### src/rtl/fp32_multiplier.sv
// fp32_multiplier
// Iterative IEEE-754 binary32 multiplier with round-to-nearest-even and full
// subnormal support. One operation is held at a time.
//
// Handshake: an operation is accepted on a rising edge where ready_in=1 and
// the unit is IDLE; a and b are captured at that edge. The result appears on
// out together with a one-cycle ready_out pulse. ready_in is ignored while an
// operation is in flight, including the ready_out cycle. out holds its value
// until the next result.
//
// Ports:
//   clock     in   system clock, rising edge
//   reset_n   in   synchronous active-low reset (aborts any operation)
//   a, b      in   binary32 operands
//   ready_in  in   start strobe
//   out       out  registered binary32 product
//   ready_out out  registered one-cycle result strobe
module fp32_multiplier (
  input  logic        clock,
  input  logic        reset_n,
  input  logic [31:0] a,
  input  logic [31:0] b,
  input  logic        ready_in,
  output logic [31:0] out,
  output logic        ready_out
);

  typedef enum logic [2:0] {
    IDLE, UNPACK, SPECIAL, MULTIPLY, NORMALISE, ROUND, PACK, DONE
  } state_t;

  localparam logic signed [11:0] EMIN = -12'sd126;
  localparam logic signed [11:0] EMAX = 12'sd127;

  state_t             state_q;
  logic [31:0]        a_q, b_q;
  logic signed [9:0]  ea_q, eb_q;
  logic [23:0]        ma_q, mb_q;
  logic               special_q;
  logic [31:0]        spec_res_q;
  logic signed [11:0] exp_q;
  logic [47:0]        prod_q;
  logic               sticky_q;
  logic [23:0]        mant_q;
  logic [31:0]        out_q;
  logic               ready_out_q;

  // Operand classification, taken from the captured operands.
  logic       sign_d;
  logic       a_nan, b_nan, a_inf, b_inf, a_zero, b_zero;
  assign sign_d = a_q[31] ^ b_q[31];
  assign a_nan  = (a_q[30:23] == 8'hFF) && (a_q[22:0] != 23'd0);
  assign b_nan  = (b_q[30:23] == 8'hFF) && (b_q[22:0] != 23'd0);
  assign a_inf  = (a_q[30:23] == 8'hFF) && (a_q[22:0] == 23'd0);
  assign b_inf  = (b_q[30:23] == 8'hFF) && (b_q[22:0] == 23'd0);
  assign a_zero = (a_q[30:0] == 31'd0);
  assign b_zero = (b_q[30:0] == 31'd0);

  // Unpack: subnormals use exponent -126 with a clear hidden bit.
  logic signed [9:0] ea_d, eb_d;
  logic [23:0]       ma_d, mb_d;
  assign ea_d = (a_q[30:23] == 8'd0) ? -10'sd126 : $signed({2'b00, a_q[30:23]}) - 10'sd127;
  assign eb_d = (b_q[30:23] == 8'd0) ? -10'sd126 : $signed({2'b00, b_q[30:23]}) - 10'sd127;
  assign ma_d = {a_q[30:23] != 8'd0, a_q[22:0]};
  assign mb_d = {b_q[30:23] != 8'd0, b_q[22:0]};

  // Special-case resolution in priority order.
  logic        special_d;
  logic [31:0] spec_res_d;
  always_comb begin
    special_d  = 1'b1;
    spec_res_d = 32'h7FC0_0000;
    if (a_nan || b_nan) begin
      spec_res_d = 32'h7FC0_0000;
    end else if ((a_inf && b_zero) || (b_inf && a_zero)) begin
      spec_res_d = 32'h7FC0_0000;
    end else if (a_inf || b_inf) begin
      spec_res_d = {sign_d, 8'hFF, 23'd0};
    end else if (a_zero || b_zero) begin
      spec_res_d = {sign_d, 31'd0};
    end else begin
      special_d = 1'b0;
    end
  end

  // Product layout: bit 46 is the units position (46 fraction bits), so a
  // normalised product has bit 46 set and bit 47 clear. Bits 22..0 are the
  // discarded bits used for rounding.
  logic [23:0] mant_hi;
  logic        guard_bit, round_bit, sticky_all, round_up;
  logic [24:0] mant_sum_d;
  assign mant_hi    = prod_q[46:23];
  assign guard_bit  = prod_q[22];
  assign round_bit  = prod_q[21];
  assign sticky_all = (|prod_q[20:0]) | sticky_q;
  assign round_up   = guard_bit & (round_bit | sticky_all | mant_hi[0]);
  assign mant_sum_d = {1'b0, mant_hi} + {24'd0, round_up};

  // Final encoding. mant_q[23]=0 only happens at exponent -126 (subnormal/zero).
  logic [31:0] pack_d;
  always_comb begin
    pack_d = {sign_d, 8'(exp_q + EMAX), mant_q[22:0]};
    if (special_q) begin
      pack_d = spec_res_q;
    end else if (exp_q > EMAX) begin
      pack_d = {sign_d, 8'hFF, 23'd0};
    end else if (!mant_q[23]) begin
      pack_d = {sign_d, 8'd0, mant_q[22:0]};
    end
  end

  always_ff @(posedge clock) begin
    if (!reset_n) begin
      state_q     <= IDLE;
      a_q         <= '0;
      b_q         <= '0;
      ea_q        <= '0;
      eb_q        <= '0;
      ma_q        <= '0;
      mb_q        <= '0;
      special_q   <= 1'b0;
      spec_res_q  <= '0;
      exp_q       <= '0;
      prod_q      <= '0;
      sticky_q    <= 1'b0;
      mant_q      <= '0;
      out_q       <= '0;
      ready_out_q <= 1'b0;
    end else begin
      case (state_q)
        IDLE: begin
          if (ready_in) begin
            a_q     <= a;
            b_q     <= b;
            state_q <= UNPACK;
          end
        end
        UNPACK: begin
          ea_q    <= ea_d;
          eb_q    <= eb_d;
          ma_q    <= ma_d;
          mb_q    <= mb_d;
          state_q <= SPECIAL;
        end
        SPECIAL: begin
          special_q  <= special_d;
          spec_res_q <= spec_res_d;
          state_q    <= MULTIPLY;
        end
        MULTIPLY: begin
          prod_q   <= 48'(ma_q) * 48'(mb_q);
          exp_q    <= $signed({{2{ea_q[9]}}, ea_q}) + $signed({{2{eb_q[9]}}, eb_q});
          sticky_q <= 1'b0;
          // Special results skip normalisation but still pass ROUND and PACK,
          // which keeps the short path at the minimum latency.
          state_q  <= special_q ? ROUND : NORMALISE;
        end
        NORMALISE: begin
          if (exp_q < EMIN && prod_q == 48'd0) begin
            // Everything already shifted into sticky: further shifts cannot
            // change the result, so jump straight to the subnormal exponent.
            exp_q <= EMIN;
          end else if (prod_q[47] || exp_q < EMIN) begin
            prod_q   <= prod_q >> 1;
            sticky_q <= sticky_q | prod_q[0];
            exp_q    <= exp_q + 12'sd1;
          end else if (!prod_q[46] && exp_q > EMIN) begin
            prod_q <= prod_q << 1;
            exp_q  <= exp_q - 12'sd1;
          end else begin
            state_q <= ROUND;
          end
        end
        ROUND: begin
          if (!special_q) begin
            if (mant_sum_d[24]) begin
              mant_q <= mant_sum_d[24:1];
              exp_q  <= exp_q + 12'sd1;
            end else begin
              mant_q <= mant_sum_d[23:0];
            end
          end
          state_q <= PACK;
        end
        PACK: begin
          out_q       <= pack_d;
          ready_out_q <= 1'b1;
          state_q     <= DONE;
        end
        DONE: begin
          // ready_out is high during this state, so a strobe here is ignored.
          ready_out_q <= 1'b0;
          state_q     <= IDLE;
        end
        default: state_q <= IDLE;
      endcase
    end
  end

  assign out       = out_q;
  assign ready_out = ready_out_q;

endmodule

### config.mk
export PLATFORM = sky130hd
export DESIGN_NAME = fp32_multiplier
export DESIGN_NICKNAME = d
export VERILOG_FILES = /design/src/rtl/fp32_multiplier.sv
export SDC_FILE = /design/constraint.sdc
export NUM_CORES = 2
export LEC_CHECK = 0
export CORE_MARGIN = 2
export CORE_UTILIZATION = 64
export CTS_BUF_LIST = sky130_fd_sc_hd__clkbuf_16
export CTS_CLUSTER_DIAMETER = 40
export CTS_CLUSTER_SIZE = 25
export DETAILED_ROUTE_END_ITERATION = 10
export PLACE_DENSITY_LB_ADDON = 0.08
export SETUP_SLACK_MARGIN = 0.5
export SLEW_MARGIN = 25
export SYNTH_ARGS = -nofsm -noshare
export SYNTH_HDL_FRONTEND = slang
export SYNTH_SLANG_ARGS = --single-unit
### constraint.sdc
create_clock -name clock -period 7.9 [get_ports clock]
set_clock_uncertainty 0.05 [all_clocks]
set_input_delay 1.58 -clock clock [delete_from_list [all_inputs] [get_ports clock]]
set_output_delay 1.58 -clock clock [all_outputs]
set_load 0.05 [all_outputs]
==> impl_metrics.json <==
{
  "power_leakage_nw": 15.7,
  "status": "finished, final reports clean",
  "io_buffers": 99,
  "drv_slew": 0,
  "fin_util_pct": 71.2,
  "cts_tree": "done",
  "layout_min_cycle_time_ps": 7180,
  "cp-start-kind": "flip-flop",
  "yosysTopAreaCell": "fa_1",
  "cts_root_buf": "clkbuf_16",
  "clk_path_buf_depth": 3,
  "synth_warnings": 0,
  "r2r_setup_slack_ps": 720,
  "seq_area_frac_synth_pct": 16.4,
  "synth_top_area_share_pct": 31.1,
  "async_flop_share_pct": 0,
  "drive_gt1_share_pct": 6.18,
  "fin_crit_sh_pct": 90.9,
  "crit_fanout": 25,
  "max_clock_freq_ghz": 0.139,
  "num-nets-final": 4496,
  "combPwrFrac_pct": 18.1,
  "cp.buffers_inverters": 6,
  "first_global_vias": 27200,
  "antenna_left": 0,
  "maxCapViolations": 0,
  "rr_worst_depth": 23,
  "p_clk_share_pct": 44.7,
  "seqPwrFrac_pct": 37.2,
  "power.total_mw": 4.04,
  "yosysMostFrequentCell": "nand2_1",
  "synthToLayoutAreaGrowth_pct": 9.48,
  "htree_levels": 2,
  "swShare_pct": 34.4,
  "grt_max_degree": 153,
  "min_from": "out[19]$_SDFFE_PN0P_",
  "cts_buffers": 39,
  "fin_ws_ps": 716,
  "timing.rr.start": "mb_q[2]$_SDFFE_PN0P_",
  "crit_path_top_delay_cell": "dfxtp_2",
  "route.detailed.drc": 0,
  "drt_iter0_drc": 1860,
  "critPathTopFamily": "adder cells",
  "crit_chain": "and2_1 > fa_1 > fa_1 > inv_1 > fa_1 > inv_1 > fa_1 > inv_1 > fa_1 > inv_1 > fa_1 > inv_1 > fa_1 > inv_1 > ha_1 > nand2_2 > nor4_1 > and3_2 > nor4_4 > o41ai_4 > a221oi_4 > or4_1 > a31oi_1",
  "fp.dieH_microns": 225,
  "drt_wl_total_microns": 86300,
  "final_cell_count_no_fill": 4400,
  "die-area_sq_mm": 0.0504,
  "clk_pin_slew_ps": 70,
  "holdWs_ps": 406,
  "grtUsageTotal_pct": 35.4,
  "syn_nets": 4523,
  "placed_area_sq_mm": 0.0325,
  "gp_congestion": 0.938,
  "cp_common_cell": "fa_1",
  "clk_latency_ps": 570,
  "rows": 80,
  "slew_headroom_pct": 32.8,
  "ir_worst_vdd_v": 0.000212,
  "hold_depth": 2,
  "hpwl_microns": 67900,
  "slowest_delay_ps": 590,
  "ys_top_cells_by_area": "fa_1 31%, dfxtp_1 16%, nand2_1 8.5%",
  "grt_pass1_wl_microns": 142000,
  "overflow": 0,
  "vias": 26000,
  "place_ws_ps": 166,
  "initial_core_util_pct": 65.1,
  "synth-edff-count": 0,
  "hold_path_class": "reg2reg",
  "core_sq_mm": 0.0478,
  "via_per_inst": 5.90,
  "worst_slew_pin_slew_ps": 1000,
  "min_to": "out[19]$_SDFFE_PN0P_",
  "fill_cells": 3812,
  "synthFlopType": "dfxtp_1",
  "avgSynthCellArea_sq_um": 8.23,
  "p_per_area_mw_per_mm2": 119,
  "crit_arrival_ps": 7610,
  "final_area_sq_mm": 0.0341,
  "ys_seq_elements": 255,
  "crit_path_end_kind": "flip-flop",
  "finalHoldViolCount": 0,
  "place_inst": 4325,
  "intPower_mw": 2.65,
  "criticalPathCategory": "reg2reg",
  "synth_cell_type_count": 90,
  "setup_violations": 0,
  "r2r_end": "prod_q[43]$_SDFFE_PN0P_",
  "drt-wirelength-per-cell_microns": 19.6,
  "ios": 100,
  "cts.sinks": 255,
  "syn-cell-area_sq_mm": 0.0311,
  "syn_inst": 3781,
  "worstPathRequired_ps": 8320,
  "final.setup.tns_ps": 0,
  "p_sw_mw": 1.39,
  "yosys-top-cells-count": "708 x nand2_1, 585 x inv_1, 483 x fa_1",
  "rsz0062_at_grt": "no",
  "antenna_found_initial": 1,
  "die_w_microns": 225,
  "antenna_cells": 0,
  "firstDrtPassIters": 6
}
power groups by stage:
stage                     registers, mW  clock network (mW)  logic, mW
after global routing               1.51                1.88      0.797
after CTS                          1.50                1.82      0.715
after detailed placement           1.53                   0      0.709
after floorplan                    1.45                   0      0.527
after global placement             1.52                   0      0.695
final                              1.51                1.81      0.731
layout by cell type (no fill, tap or decap), drive strengths merged, types with 48 or more instances in the layout:
cell type      count
nand2            710
inv              600
fa               483
and2             291
a21oi            261
dfxtp            255
ha               192
nor2             148
clkdlybuf4s50     99
o21ai             91
nand3             71
buf               70
xnor2             48
metal layers:
layer,up-vias,global-route usage (%),wire [microns]
li1,11800,-,-
met1,12900,45.7,34100
met2,1026,59.2,41900
met3,233,6.78,7000
met4,0,13.6,3330
met5,-,0,0
layout make-up:
cell class / count / area, sq um / share of cell area (%)
clock buffer: 40 / 1000 / 2.94
clock inverter: 32 / 374 / 1.10
inverter: 586 / 2200 / 6.47
multi-input combinational: 2703 / 23000 / 67.5
sequential: 255 / 5180 / 15.2
tap: 615 / 769 / 2.26
timing repair buffer: 169 / 1550 / 4.56
state kept, by name, indices dropped and copies added (netlist names), 12 cells and up:
name and cells:
a_q 32, b_q 32, exp_q 12, ma_q 24, mant_q 24, mb_q 24
out 32, prod_q 48
kinds of logic after synthesis:
| group | Yosys count | share of synthesized area (%) |
|---|---|---|
| adders and majority gates | 675 | 38.8 |
| xor gates and xnor gates | 87 | 2.45 |
| and+or+nand+nor | 1368 | 20.4 |
| muxes | 17 | 0.591 |
| AOI/OAI and AO/OA | 556 | 11.3 |
| buffers and inverters | 823 | 10.0 |
| DFF | 255 | 16.4 |
worst max-delay path by stage:
stage / cells past startpoint / from / slack [ps] / endpoint
after detailed placement: 23 / ma_q[18]$_SDFFE_PN0P_ / 170 / prod_q[39]$_SDFFE_PN0P_
after floorplan: 26 / mb_q[3]$_SDFFE_PN0P_ / 990 / prod_q[43]$_SDFFE_PN0P_
after global placement: 23 / mb_q[10]$_SDFFE_PN0P_ / 370 / prod_q[46]$_SDFFE_PN0P_
after global routing: 24 / ma_q[11]$_SDFFE_PN0P_ / 500 / prod_q[43]$_SDFFE_PN0P_
final: 23 / mb_q[2]$_SDFFE_PN0P_ / 720 / prod_q[43]$_SDFFE_PN0P_
after CTS: 23 / ma_q[18]$_SDFFE_PN0P_ / 500 / prod_q[39]$_SDFFE_PN0P_
worst reg2reg max path, cell delays in order (launching register included):
cell and delay (ps):
dfxtp_2 590, and2_1 230, fa_1 450, fa_1 550, inv_1 50, fa_1 530, inv_1 50, fa_1 500
inv_1 60, fa_1 530, inv_1 60, fa_1 500, inv_1 60, fa_1 480, inv_1 50, ha_1 410
nand2_2 110, nor4_1 270, and3_2 310, nor4_4 80, o41ai_4 420, a221oi_4 150, or4_1 490, a31oi_1 130
timing repair:
action | CTS | global route
hold buffers | 0 | 0
hold endpoints to repair | 0 | 0
gates resized for setup | 25 | 33
buffers inserted | 0 | 2
pin swaps | 0 | 6
setup endpoints to repair | 14 | 21
(Power assumes the default switching activity.)
